[config.mk]
export PLATFORM = sky130hd
export DESIGN_NAME = vector_decode_stage_flat
export DESIGN_NICKNAME = d
export VERILOG_FILES = /design/src/rtl/vector_decode_stage_if.sv /design/src/rtl/vector_decode_stage.sv /design/src/flat_wrapper.sv
export SDC_FILE = /design/constraint.sdc
export NUM_CORES = 2
export LEC_CHECK = 0
export CAP_MARGIN = 20
export CORE_MARGIN = 1.5
export CORE_UTILIZATION = 56
export DETAILED_ROUTE_END_ITERATION = 8
export PLACE_DENSITY_LB_ADDON = 0.05
export SYNTH_ARGS = -nofsm -noshare
export SYNTH_HDL_FRONTEND = slang
export SYNTH_SLANG_ARGS = --single-unit
[constraint.sdc]
create_clock -name clock -period 6.4 [get_ports clock]
set_input_delay 0.96 -clock clock [delete_from_list [all_inputs] [get_ports clock]]
set_output_delay 0.96 -clock clock [all_outputs]
set_load 0.05 [all_outputs]
[src/rtl/vector_decode_stage_if.sv]
// Signal bundle between fetch, writeback, the decode stage and execute.
//   slave  : the decode stage (consumes fetch/writeback, produces the ID/EX register)
//   master : the environment around it (fetch, writeback and execute side)
// Contents:
//   fetch     : inValid, inReady, instruction, flush
//   writeback : wbScalarEnable, wbVectorEnable, wbAddress, wbScalarData, wbVectorData
//   execute   : outValid, outReady, opcode, mode, illegal, register addresses,
//               scalar/vector operand contents, inmediate
interface vector_decode_stage_if #(
  parameter int SCALAR_DATA_WIDTH = 48,
  parameter int VECTOR_DATA_WIDTH = 8,
  parameter int VECTOR_SIZE       = 6,
  parameter int ADDRESS_WIDTH     = 4,
  parameter int OPCODE_WIDTH      = 4,
  parameter int INSTRUCTION_WIDTH = 48
) ();
  logic                                             inValid;
  logic                                             inReady;
  logic [INSTRUCTION_WIDTH-1:0]                     instruction;
  logic                                             flush;

  logic                                             wbScalarEnable;
  logic                                             wbVectorEnable;
  logic [ADDRESS_WIDTH-1:0]                         wbAddress;
  logic [SCALAR_DATA_WIDTH-1:0]                     wbScalarData;
  logic [VECTOR_SIZE-1:0][VECTOR_DATA_WIDTH-1:0]    wbVectorData;

  logic                                             outValid;
  logic                                             outReady;
  logic [OPCODE_WIDTH-1:0]                          opcode;
  logic [1:0]                                       mode;
  logic                                             illegal;
  logic [ADDRESS_WIDTH-1:0]                         regDestinationAddress;
  logic [ADDRESS_WIDTH-1:0]                         reg1Address;
  logic [ADDRESS_WIDTH-1:0]                         reg2Address;
  logic [SCALAR_DATA_WIDTH-1:0]                     reg1ScalarContent;
  logic [SCALAR_DATA_WIDTH-1:0]                     reg2ScalarContent;
  logic [SCALAR_DATA_WIDTH-1:0]                     inmediate;
  logic [VECTOR_SIZE-1:0][VECTOR_DATA_WIDTH-1:0]    reg1VectorContent;
  logic [VECTOR_SIZE-1:0][VECTOR_DATA_WIDTH-1:0]    reg2VectorContent;

  modport slave (
    input  inValid, instruction, flush,
    input  wbScalarEnable, wbVectorEnable, wbAddress, wbScalarData, wbVectorData,
    input  outReady,
    output inReady,
    output outValid, opcode, mode, illegal,
    output regDestinationAddress, reg1Address, reg2Address,
    output reg1ScalarContent, reg2ScalarContent, inmediate,
    output reg1VectorContent, reg2VectorContent
  );

  modport master (
    output inValid, instruction, flush,
    output wbScalarEnable, wbVectorEnable, wbAddress, wbScalarData, wbVectorData,
    output outReady,
    input  inReady,
    input  outValid, opcode, mode, illegal,
    input  regDestinationAddress, reg1Address, reg2Address,
    input  reg1ScalarContent, reg2ScalarContent, inmediate,
    input  reg1VectorContent, reg2VectorContent
  );
endinterface

[src/rtl/vector_decode_stage.sv]
// Decode stage for the scalar/vector CPU.
// Decodes the fetched instruction, reads the scalar and vector register files
// (with writeback bypass and scalar-to-lane broadcast), stalls on RAW hazards
// tracked by a per-register pending scoreboard, and presents the result in a
// registered ID/EX output with a valid/ready handshake.
// Ports:
//   clock : rising-edge clock
//   reset : asynchronous, active-low
//   bus   : vector_decode_stage_if.slave (fetch, writeback and execute signals)
module vector_decode_stage #(
  parameter int                      SCALAR_DATA_WIDTH = 48,
  parameter int                      VECTOR_DATA_WIDTH = 8,
  parameter int                      VECTOR_SIZE       = 6,
  parameter int                      REGNUM            = 16,
  parameter int                      ADDRESS_WIDTH     = 4,
  parameter int                      OPCODE_WIDTH      = 4,
  parameter int                      INSTRUCTION_WIDTH = 48,
  parameter logic [OPCODE_WIDTH-1:0] NOP_OPCODE        = 4'hF
) (
  input  logic                  clock,
  input  logic                  reset,
  vector_decode_stage_if.slave  bus
);

  localparam int OP_LSB   = INSTRUCTION_WIDTH - OPCODE_WIDTH;
  localparam int RD_LSB   = OP_LSB - ADDRESS_WIDTH;
  localparam int RS1_LSB  = RD_LSB - ADDRESS_WIDTH;
  localparam int RS2_LSB  = RS1_LSB - ADDRESS_WIDTH;
  localparam int MODE_LSB = RS2_LSB - 2;

  localparam logic [1:0] MODE_SCALAR  = 2'b00;
  localparam logic [1:0] MODE_VV      = 2'b01;
  localparam logic [1:0] MODE_VS      = 2'b10;
  localparam logic [1:0] MODE_ILLEGAL = 2'b11;

  typedef logic [VECTOR_SIZE-1:0][VECTOR_DATA_WIDTH-1:0] vec_t;

  logic [OPCODE_WIDTH-1:0]  in_op;
  logic [ADDRESS_WIDTH-1:0] in_rd, in_rs1, in_rs2;
  logic [1:0]               in_mode;
  logic                     unused_fields;

  assign in_op   = bus.instruction[OP_LSB   +: OPCODE_WIDTH];
  assign in_rd   = bus.instruction[RD_LSB   +: ADDRESS_WIDTH];
  assign in_rs1  = bus.instruction[RS1_LSB  +: ADDRESS_WIDTH];
  assign in_rs2  = bus.instruction[RS2_LSB  +: ADDRESS_WIDTH];
  assign in_mode = bus.instruction[MODE_LSB +: 2];
  assign unused_fields = ^bus.instruction[MODE_LSB-1:16];

  // Register files
  logic [SCALAR_DATA_WIDTH-1:0] sreg [REGNUM];
  vec_t                         vreg [REGNUM];

  always_ff @(posedge clock or negedge reset) begin
    if (!reset) begin
      for (int i = 0; i < REGNUM; i++) begin
        sreg[i] <= '0;
        vreg[i] <= '0;
      end
    end else begin
      if (bus.wbScalarEnable) sreg[bus.wbAddress] <= bus.wbScalarData;
      if (bus.wbVectorEnable) vreg[bus.wbAddress] <= bus.wbVectorData;
    end
  end

  // Reads with bypass of the value being written this cycle
  logic [SCALAR_DATA_WIDTH-1:0] s1_rd, s2_rd;
  vec_t                         v1_rd, v2_rd, v2_bc;

  assign s1_rd = (bus.wbScalarEnable && bus.wbAddress == in_rs1) ? bus.wbScalarData : sreg[in_rs1];
  assign s2_rd = (bus.wbScalarEnable && bus.wbAddress == in_rs2) ? bus.wbScalarData : sreg[in_rs2];
  assign v1_rd = (bus.wbVectorEnable && bus.wbAddress == in_rs1) ? bus.wbVectorData : vreg[in_rs1];
  assign v2_rd = (bus.wbVectorEnable && bus.wbAddress == in_rs2) ? bus.wbVectorData : vreg[in_rs2];

  always_comb begin
    v2_bc = '0;
    for (int l = 0; l < VECTOR_SIZE; l++) v2_bc[l] = s2_rd[VECTOR_DATA_WIDTH-1:0];
  end

  // Hazard detection
  logic [REGNUM-1:0] pend_s, pend_v;
  logic              in_active, rs1_vec, rs2_vec;
  logic              out_dest, out_dest_vec, hazard, transfer;

  function automatic logic src_busy(
    input logic                     is_vec,
    input logic [ADDRESS_WIDTH-1:0] a,
    input logic [REGNUM-1:0]        ps,
    input logic [REGNUM-1:0]        pv,
    input logic                     ws,
    input logic                     wv,
    input logic [ADDRESS_WIDTH-1:0] wa,
    input logic                     od,
    input logic                     odv,
    input logic [ADDRESS_WIDTH-1:0] ord
  );
    logic pend, clr;
    pend = is_vec ? pv[a] : ps[a];
    clr  = (is_vec ? wv : ws) && (wa == a);
    // The instruction sitting in the output register is not yet in the
    // scoreboard, so it is checked directly.
    return (pend && !clr) || (od && (odv == is_vec) && (ord == a));
  endfunction

  assign in_active    = (in_op != NOP_OPCODE) && (in_mode != MODE_ILLEGAL);
  assign rs1_vec      = (in_mode != MODE_SCALAR);
  assign rs2_vec      = (in_mode == MODE_VV);
  assign out_dest     = bus.outValid && (bus.opcode != NOP_OPCODE) && (bus.mode != MODE_ILLEGAL);
  assign out_dest_vec = (bus.mode != MODE_SCALAR);

  assign hazard = in_active &&
    (src_busy(rs1_vec, in_rs1, pend_s, pend_v, bus.wbScalarEnable, bus.wbVectorEnable,
              bus.wbAddress, out_dest, out_dest_vec, bus.regDestinationAddress) ||
     src_busy(rs2_vec, in_rs2, pend_s, pend_v, bus.wbScalarEnable, bus.wbVectorEnable,
              bus.wbAddress, out_dest, out_dest_vec, bus.regDestinationAddress));

  assign bus.inReady = !hazard && (!bus.outValid || bus.outReady) && !bus.flush;
  assign transfer    = bus.inValid && bus.inReady;

  // Scoreboard: set when a destination leaves toward execute, cleared by
  // writeback; the set term is applied last so it wins a same-cycle collision.
  logic              issue_dest;
  logic [REGNUM-1:0] set_s, set_v, clr_s, clr_v;

  assign issue_dest = out_dest && bus.outReady && !bus.flush;

  always_comb begin
    set_s = '0;
    set_v = '0;
    clr_s = '0;
    clr_v = '0;
    for (int i = 0; i < REGNUM; i++) begin
      clr_s[i] = bus.wbScalarEnable && (bus.wbAddress == ADDRESS_WIDTH'(i));
      clr_v[i] = bus.wbVectorEnable && (bus.wbAddress == ADDRESS_WIDTH'(i));
      set_s[i] = issue_dest && !out_dest_vec && (bus.regDestinationAddress == ADDRESS_WIDTH'(i));
      set_v[i] = issue_dest &&  out_dest_vec && (bus.regDestinationAddress == ADDRESS_WIDTH'(i));
    end
  end

  always_ff @(posedge clock or negedge reset) begin
    if (!reset) begin
      pend_s <= '0;
      pend_v <= '0;
    end else begin
      pend_s <= (pend_s & ~clr_s) | set_s;
      pend_v <= (pend_v & ~clr_v) | set_v;
    end
  end

  // ID/EX output register
  always_ff @(posedge clock or negedge reset) begin
    if (!reset) begin
      bus.outValid              <= 1'b0;
      bus.opcode                <= '0;
      bus.mode                  <= '0;
      bus.illegal               <= 1'b0;
      bus.regDestinationAddress <= '0;
      bus.reg1Address           <= '0;
      bus.reg2Address           <= '0;
      bus.reg1ScalarContent     <= '0;
      bus.reg2ScalarContent     <= '0;
      bus.inmediate             <= '0;
      bus.reg1VectorContent     <= '0;
      bus.reg2VectorContent     <= '0;
    end else if (bus.flush) begin
      bus.outValid <= 1'b0;
    end else if (transfer) begin
      bus.outValid              <= 1'b1;
      bus.opcode                <= in_op;
      bus.mode                  <= in_mode;
      bus.illegal               <= (in_mode == MODE_ILLEGAL);
      bus.regDestinationAddress <= in_rd;
      bus.reg1Address           <= in_rs1;
      bus.reg2Address           <= in_rs2;
      bus.reg1ScalarContent     <= s1_rd;
      bus.reg2ScalarContent     <= s2_rd;
      bus.inmediate             <= SCALAR_DATA_WIDTH'(bus.instruction[15:0]);
      bus.reg1VectorContent     <= v1_rd;
      bus.reg2VectorContent     <= (in_mode == MODE_VS) ? v2_bc : v2_rd;
    end else if (bus.outReady) begin
      bus.outValid <= 1'b0;
    end
  end

endmodule

[src/flat_wrapper.sv]
// flat-port wrapper written by rule: the top's interface ports become plain ports
module vector_decode_stage_flat 
#(
  parameter int                      SCALAR_DATA_WIDTH = 48,
  parameter int                      VECTOR_DATA_WIDTH = 8,
  parameter int                      VECTOR_SIZE       = 6,
  parameter int                      REGNUM            = 16,
  parameter int                      ADDRESS_WIDTH     = 4,
  parameter int                      OPCODE_WIDTH      = 4,
  parameter int                      INSTRUCTION_WIDTH = 48,
  parameter logic [OPCODE_WIDTH-1:0] NOP_OPCODE        = 4'hF
)
  (clock, reset, bus_inValid, bus_instruction, bus_flush, bus_wbScalarEnable, bus_wbVectorEnable, bus_wbAddress, bus_wbScalarData, bus_wbVectorData, bus_outReady, bus_inReady, bus_outValid, bus_opcode, bus_mode, bus_illegal, bus_regDestinationAddress, bus_reg1Address, bus_reg2Address, bus_reg1ScalarContent, bus_reg2ScalarContent, bus_inmediate, bus_reg1VectorContent, bus_reg2VectorContent);
  vector_decode_stage_if #(.SCALAR_DATA_WIDTH(SCALAR_DATA_WIDTH), .VECTOR_DATA_WIDTH(VECTOR_DATA_WIDTH), .VECTOR_SIZE(VECTOR_SIZE), .ADDRESS_WIDTH(ADDRESS_WIDTH), .OPCODE_WIDTH(OPCODE_WIDTH), .INSTRUCTION_WIDTH(INSTRUCTION_WIDTH)) bus_i ();
  input  logic clock;
  input  logic reset;
  input wire logic [$bits(bus_i.inValid)-1:0] bus_inValid;
  input wire logic [$bits(bus_i.instruction)-1:0] bus_instruction;
  input wire logic [$bits(bus_i.flush)-1:0] bus_flush;
  input wire logic [$bits(bus_i.wbScalarEnable)-1:0] bus_wbScalarEnable;
  input wire logic [$bits(bus_i.wbVectorEnable)-1:0] bus_wbVectorEnable;
  input wire logic [$bits(bus_i.wbAddress)-1:0] bus_wbAddress;
  input wire logic [$bits(bus_i.wbScalarData)-1:0] bus_wbScalarData;
  input wire logic [$bits(bus_i.wbVectorData)-1:0] bus_wbVectorData;
  input wire logic [$bits(bus_i.outReady)-1:0] bus_outReady;
  output wire logic [$bits(bus_i.inReady)-1:0] bus_inReady;
  output wire logic [$bits(bus_i.outValid)-1:0] bus_outValid;
  output wire logic [$bits(bus_i.opcode)-1:0] bus_opcode;
  output wire logic [$bits(bus_i.mode)-1:0] bus_mode;
  output wire logic [$bits(bus_i.illegal)-1:0] bus_illegal;
  output wire logic [$bits(bus_i.regDestinationAddress)-1:0] bus_regDestinationAddress;
  output wire logic [$bits(bus_i.reg1Address)-1:0] bus_reg1Address;
  output wire logic [$bits(bus_i.reg2Address)-1:0] bus_reg2Address;
  output wire logic [$bits(bus_i.reg1ScalarContent)-1:0] bus_reg1ScalarContent;
  output wire logic [$bits(bus_i.reg2ScalarContent)-1:0] bus_reg2ScalarContent;
  output wire logic [$bits(bus_i.inmediate)-1:0] bus_inmediate;
  output wire logic [$bits(bus_i.reg1VectorContent)-1:0] bus_reg1VectorContent;
  output wire logic [$bits(bus_i.reg2VectorContent)-1:0] bus_reg2VectorContent;
  assign bus_i.inValid = bus_inValid;
  assign bus_i.instruction = bus_instruction;
  assign bus_i.flush = bus_flush;
  assign bus_i.wbScalarEnable = bus_wbScalarEnable;
  assign bus_i.wbVectorEnable = bus_wbVectorEnable;
  assign bus_i.wbAddress = bus_wbAddress;
  assign bus_i.wbScalarData = bus_wbScalarData;
  assign bus_i.wbVectorData = bus_wbVectorData;
  assign bus_i.outReady = bus_outReady;
  assign bus_inReady = bus_i.inReady;
  assign bus_outValid = bus_i.outValid;
  assign bus_opcode = bus_i.opcode;
  assign bus_mode = bus_i.mode;
  assign bus_illegal = bus_i.illegal;
  assign bus_regDestinationAddress = bus_i.regDestinationAddress;
  assign bus_reg1Address = bus_i.reg1Address;
  assign bus_reg2Address = bus_i.reg2Address;
  assign bus_reg1ScalarContent = bus_i.reg1ScalarContent;
  assign bus_reg2ScalarContent = bus_i.reg2ScalarContent;
  assign bus_inmediate = bus_i.inmediate;
  assign bus_reg1VectorContent = bus_i.reg1VectorContent;
  assign bus_reg2VectorContent = bus_i.reg2VectorContent;
  vector_decode_stage #(.SCALAR_DATA_WIDTH(SCALAR_DATA_WIDTH), .VECTOR_DATA_WIDTH(VECTOR_DATA_WIDTH), .VECTOR_SIZE(VECTOR_SIZE), .REGNUM(REGNUM), .ADDRESS_WIDTH(ADDRESS_WIDTH), .OPCODE_WIDTH(OPCODE_WIDTH), .INSTRUCTION_WIDTH(INSTRUCTION_WIDTH), .NOP_OPCODE(NOP_OPCODE)) u_core (.clock(clock), .reset(reset), .bus(bus_i));
endmodule
# Word-level counts from Yosys, hierarchy flattened
# Index checks and enable logic that the tools add are counted.
[word_totals] output_inout_bits=261 regBits=1796 elab_cells=335 in_bits=155
[op_classes] n_bitwise=10 n_reduce_logical=104 eq_ne=43 mux=36 order_cmp=6
[op_table] op="bitwise mux 768 bit" count=2
[op_table] op="binary-select mux 48 bit (select 4 bit)" count=4
[op_table] op="two-way mux 48 bit" count=14
[op_table] op="demux 48 bit (select 4 bit)" count=1
[op_table] op="logical AND 1 bit" count=88
[op_table] op="== test 4 bit (second input constant)" count=16
[op_table] op="AND 16 bit" count=2
[op_table] op="== test 4 x 3 -> 1 bit (second input constant)" count=8
[op_table] op="inverter 16 bit" count=2
[op_table] op="bitwise OR 16 bit" count=2
[op_table] op="binary-select mux 1 bit (select 4 bit)" count=4
[op_table] op="== test 4 x 2 -> 1 bit (second input constant)" count=4
[op_table] op="== test 4 bit" count=4
[op_table] op=">= comparator 5 bit (second input constant)" count=3
[op_table] op="inverter 4 -> 5 bit" count=3
[op_table] op="two-way mux 1 bit" count=11
[op_table] op="< comparator 4 x 5 -> 1 bit (second input constant)" count=2
[op_table] op="== test 4 x 1 -> 1 bit (second input constant)" count=2
[op_table] op="zero test 4 bit" count=2
[op_table] op="inequality test 4 bit (second input constant)" count=2
[op_table] op="zero test 1 bit" count=6
[op_table] op="< comparator 5 x 1 -> 1 bit (second input constant)" count=1
[op_table] op="== test 2 bit (second input constant)" count=2
[op_table] op="logical OR 1 bit" count=4
[op_table] op="7 further kinds" count=10

# Longest topological paths before layout
[logic_depth] word_depth=14 mapped_depth=13

# Worst setup path after synthesis
# Ideal clock, no wire load.
[synth_timing] path_kind="input port to output port" startpoint="in bus_instruction[37]" endpoint="out bus_inReady" t_arrival_ns=3.080 path_buffers=3 path_slack_ns=2.360 cell_stages=10 path_cell_list="buf_2 xor2_1 nor4_1 nand2_1 buf_1 buf_1 nand3_1 nand3_1 o21ai_0 and2_1"
[synth_between] elab_chain_cells=10 elab_cells_between_ends=17
[synth_rtl] element="start: declaration" line_no="flat_wrapper.sv:18" text="input wire logic [$bits(bus_i.instruction)-1:0] bus_instruction;"
[synth_rtl] element="binary-select mux 1 bit (select 4 bit) or == test 4 bit (tied branches)" line_no="vector_decode_stage.sv:98, vector_decode_stage.sv:99"
[synth_rtl] element="two-way mux 1 bit (not written as such) or logical AND 1 bit (tied branches)" line_no="vector_decode_stage.sv:98, vector_decode_stage.sv:99"
[synth_rtl] element="two-way mux 1 bit or zero test 1 bit (tied branches)" line_no="vector_decode_stage.sv:98, vector_decode_stage.sv:102"
[synth_rtl] element="logical AND 1 bit" line_no="vector_decode_stage.sv:102" text="return (pend && !clr) || (od && (odv == is_vec) && (ord == a));"
[synth_rtl] element="logical OR 1 bit *" line_no="vector_decode_stage.sv:102"
[synth_rtl] element="logical OR 1 bit *" line_no="vector_decode_stage.sv:113" text="bus.wbAddress, out_dest, out_dest_vec, bus.regDestinationAddress) ||"
[synth_rtl] element="logical AND 1 bit *" line_no="vector_decode_stage.sv:111" text="assign hazard = in_active &&"
[synth_rtl] element="zero test 1 bit *" line_no="vector_decode_stage.sv:117" text="assign bus.inReady = !hazard && (!bus.outValid || bus.outReady) && !bus.flush;"
[synth_rtl] element="logical AND 1 bit * (2 in series)" line_no="vector_decode_stage.sv:117"
[synth_rtl] element="end: declaration" line_no="flat_wrapper.sv:26" text="output wire logic [$bits(bus_i.inReady)-1:0] bus_inReady;"
# Every way passes the cells marked *; elsewhere a longest branch is shown, timed or not. The select of a mux whose other input is x is not followed.

# Worst setup path in the final report
[layout_timing] startpoint="in bus_wbAddress[1]" endpoint="out bus_inReady"
[layout_between] elab_chain_cells=10 elab_cells_between_ends=15
[layout_rtl] element="start: declaration" line_no="flat_wrapper.sv:22" text="input wire logic [$bits(bus_i.wbAddress)-1:0] bus_wbAddress;"
[layout_rtl] element="== test 4 bit" line_no="vector_decode_stage.sv:99" text="clr = (is_vec ? wv : ws) && (wa == a);"
[layout_rtl] element="logical AND 1 bit" line_no="vector_decode_stage.sv:99"
[layout_rtl] element="zero test 1 bit" line_no="vector_decode_stage.sv:102"
[layout_rtl] element="logical AND 1 bit" line_no="vector_decode_stage.sv:102"
[layout_rtl] element="logical OR 1 bit" line_no="vector_decode_stage.sv:102"
[layout_rtl] element="logical OR 1 bit *" line_no="vector_decode_stage.sv:113"
[layout_rtl] element="logical AND 1 bit *" line_no="vector_decode_stage.sv:111"
[layout_rtl] element="zero test 1 bit *" line_no="vector_decode_stage.sv:117"
[layout_rtl] element="logical AND 1 bit * (2 in series)" line_no="vector_decode_stage.sv:117"
# Every way passes the cells marked *; elsewhere a longest branch is shown, timed or not.

==> key figures <==
Outcome
  – Run status: finished with violations
  – Failing checks: design-rule violations

Timing
  – RSZ-0062 raised after global routing: false
  – Final setup fails: 0
  – Fin. max-slew vios: 0
  – Fin crit period: 4.835 ns
  – Hold Slack: 0.1525 ns
  – Worst-margin pin slew: 1.181 ns
  – Setup TNS: 0 ns
  – Clk_skew: 0.02843 ns
  – Maximum clock frequency: 0.2068 GHz
  – Period utilization: 0.7554
  – Hold Fails Final Rpt: 0
  – Rel. slew slack: 0.2110

Logic synthesis
  – Post-synth EDFFs: 0
  – Synth Register Bits: 1796
  – Netlist cell types: 43
  – Synthesized instance count: 5641
  – Syn Area/Cell: 16.49 um^2
  – Post-synth top area share: 0.4831
  – Primary FF master, synth: dfrtp_1
  – Yosys warning count: 0
  – Synthesized cell area: 93030 um^2
  – Sequential fraction of the synthesis area: 0.4831
  – Synth area leader: dfrtp_1
  – Largest cells by area after synthesis: dfrtp_1 (48%), mux4_2 (24%), mux2_2 (23%), clkbuf_1 (1.3%), nand2_1 (0.63%)
  – Ys async rst share: 1.000

Clock tree
  – Cts repair resizes: 0
  – Hold-fix buffers, CTS: 0
  – CTS Buf Count: 192
  – Worst skew pair latency: 0.84 ns
  – Post-CTS setup buffers: 0
  – CTS Buffer Depth: 3
  – CTS tree: yes
  – Htree depth: 4
  – Root buffer cell: clkbuf_16
  – Clock slew at reported path FFs: 0.06 ns
  – Clock sink count: roughly 1800

Global route
  – Overall Global Routing Usage: 0.3117
  – Vias in the first global route: 57790
  – Congestion Overflow GR: 0
  – Largest net degree at the start of global routing: 176
  – First-pass GRT wire length: 387900 um
  – Initial antenna violation count: 30

Drt
  – Metal3 WL: 20370 um
  – Antenna-violating nets left: 0
  – Met2 WL: 122200 um
  – Initial DRT Pass Iterations: 7
  – Top Layer Used: met5
  – Average wire per standard cell: 31.61 um
  – Vias/cell: approximately 6.7
  – # DRC: 78
  – 1st-iter DRT viols: 5147
  – Total Wirelength: 257600 um
  – Via count: 54720
  – Met1 Wirelength: 107200 um

Place
  – Final GP Congestion: 0.7923
  – Placed Instances: 7789
  – Detailed placer's ending HPWL: ~140000 um
  – Port Buffers: 369

Power
  – Power per cell area: between 300 and 400 nW/um^2
  – Total chip power: 39.89 mW
  – Leakage power: 42.81 nW
  – VDD IR max: around 0.00037 V

Die
  – Die width: 410.6 um
  – Rows: 149
  – Core area: 165000 um^2
  – I/O pin count: 416
  – Die area: 168600 um^2
  – Die Ht: slightly above 400 um
  – Initial core utilization: 0.5638

Worst setup path
  – WP data required: 5.44 ns
  – Crit path kind: input pin to output pin
  – Crit path max fanout: 21
  – Critical path arrival: approximately 3.9 ns
  – Setup crit end kind: output pin
  – Reg-to-reg slack, setup: 3.23 ns
  – Reg2reg path depth: 8
  – Startpoint types: input pin

Final layout
  – Proportion of layout cells with a drive suffix above 1: 0.5674
  – Syn-to-layout area delta: 13.01%
  – Commonest non-fill, non-tap cell in the layout: mux2_2
  – Fin cells: 8150
  – Fillers: 12070
  – Most frequent cells in the layout: mux2_2 (1877), dfrtp_1 (1796), mux4_2 (976), clkdlybuf4s50_1 (360), clkbuf_16 (193)
  – Nets: 5950

Job
  – Max-cap violation count: 0

Min path
  – Hold Path Class: input pin to async pin
==> registers in the layout, summed over array words and instances (netlist names) <==
signal                            flops
u_core.sreg                         768
u_core.bus.reg1Address                4
u_core.bus.regDestinationAddress      4
u_core.bus.inmediate                 16
u_core.bus.opcode                     4
u_core.pend_v                        16
u_core.bus.reg1VectorContent         48
u_core.bus.reg2VectorContent         48
u_core.vreg                         768
u_core.bus.illegal                    1
u_core.pend_s                        16
u_core.bus.outValid                   1
u_core.bus.reg2ScalarContent         48
u_core.bus.reg2Address                4
u_core.bus.reg1ScalarContent         48
u_core.bus.mode                       2
==> layout make-up <==
type	count	area, um^2	share of cell area
Antenna cell	15	37.54	0.0003571
Clock buffer	268	5482	0.05214
Clock inverter	77	869.6	0.008272
Inverter	23	93.84	0.0008926
Multi-Input combinational cell	3275	45750	0.4352
Sequential cell	1796	44940	0.4275
Tap cell	2189	2739	0.02605
Timing Repair Buffer	507	5213	0.04958
==> power by group <==
part           internal [mW]  switching (mW)  leakage [nW]
Clock                   6.57            4.72          3.16
Combinational           6.43            5.61          17.6
Sequential              14.4            2.20          22.0
Total                   27.4            12.5          42.8
==> cells in the mapped netlist, types with 9 or more instances <==
cell      count
a31oi_1      49
buf_1       109
buf_2        86
buf_4        49
buf_6        18
clkbuf_1    312
dfrtp_1    1796
inv_1        22
mux2_1       14
mux2_2     1877
mux2_4       16
mux4_2      976
nand2_1     155
nor2_1       39
nor2b_1      11
o21ai_0      28
xor2_1        9
==> path summary, 6_finish.rpt <==
| kind | from | end |
|---|---|---|
| worst min register to register | u_core.bus.reg1VectorContent[21]$_DFFE_PN0P_ | u_core.bus.reg1VectorContent[21]$_DFFE_PN0P_ |
| worst min-delay path | reset | u_core.sreg[691]$_DFFE_PN0P_ |
| worst max register to register | u_core.pend_s[5]$_DFF_PN0_ | u_core.bus.reg1VectorContent[17]$_DFFE_PN0P_ |
| max in group asynchronous | reset | u_core.sreg[565]$_DFFE_PN0P_ |
| min in group clock | u_core.bus.reg1VectorContent[21]$_DFFE_PN0P_ | u_core.bus.reg1VectorContent[21]$_DFFE_PN0P_ |
| worst max-delay path | bus_wbAddress[1] | bus_inReady |
==> stage by stage <==
stage	util	instance area (um^2)	worst slack (ns)
detailed placement	0.5984	98730	1.577
finish	0.6372	105100	1.565
floorplan	-	93140	2.360
global route	0.6371	105100	1.345
CTS	0.6369	105100	1.552
global placement	0.5984	98730	1.526
==> cell families after synthesis <==
| kind of cell | Yosys count | synth area share |
|---|---|---|
| mux | 2887 | 0.4682 |
| flops | 1796 | 0.4831 |
| buf+inv | 601 | 0.02943 |
| simple gates | 240 | 0.01087 |
| compound gates | 99 | 0.006725 |
| xor+xnor | 17 | 0.001601 |
| other cells | 1 | 0.00004031 |
==> critical path: stages <==
cell	delay, ns
clkdlybuf4s50_1	0.57
xor2_1	0.21
nor4_1	0.36
buf_4	0.22
nand2_4	0.32
a22oi_1	0.37
nor2_1	0.07
o21ai_0	0.16
and2_1	0.43
buf_12	0.20
==> layer usage <==
metal  up-vias  track usage
met5         -            0
met4        32      0.09464
met3       441      0.06809
met2      1958       0.4826
met1     30130       0.4465
li1      22160            -
Note: power is estimated with default switching activity, not from simulation.
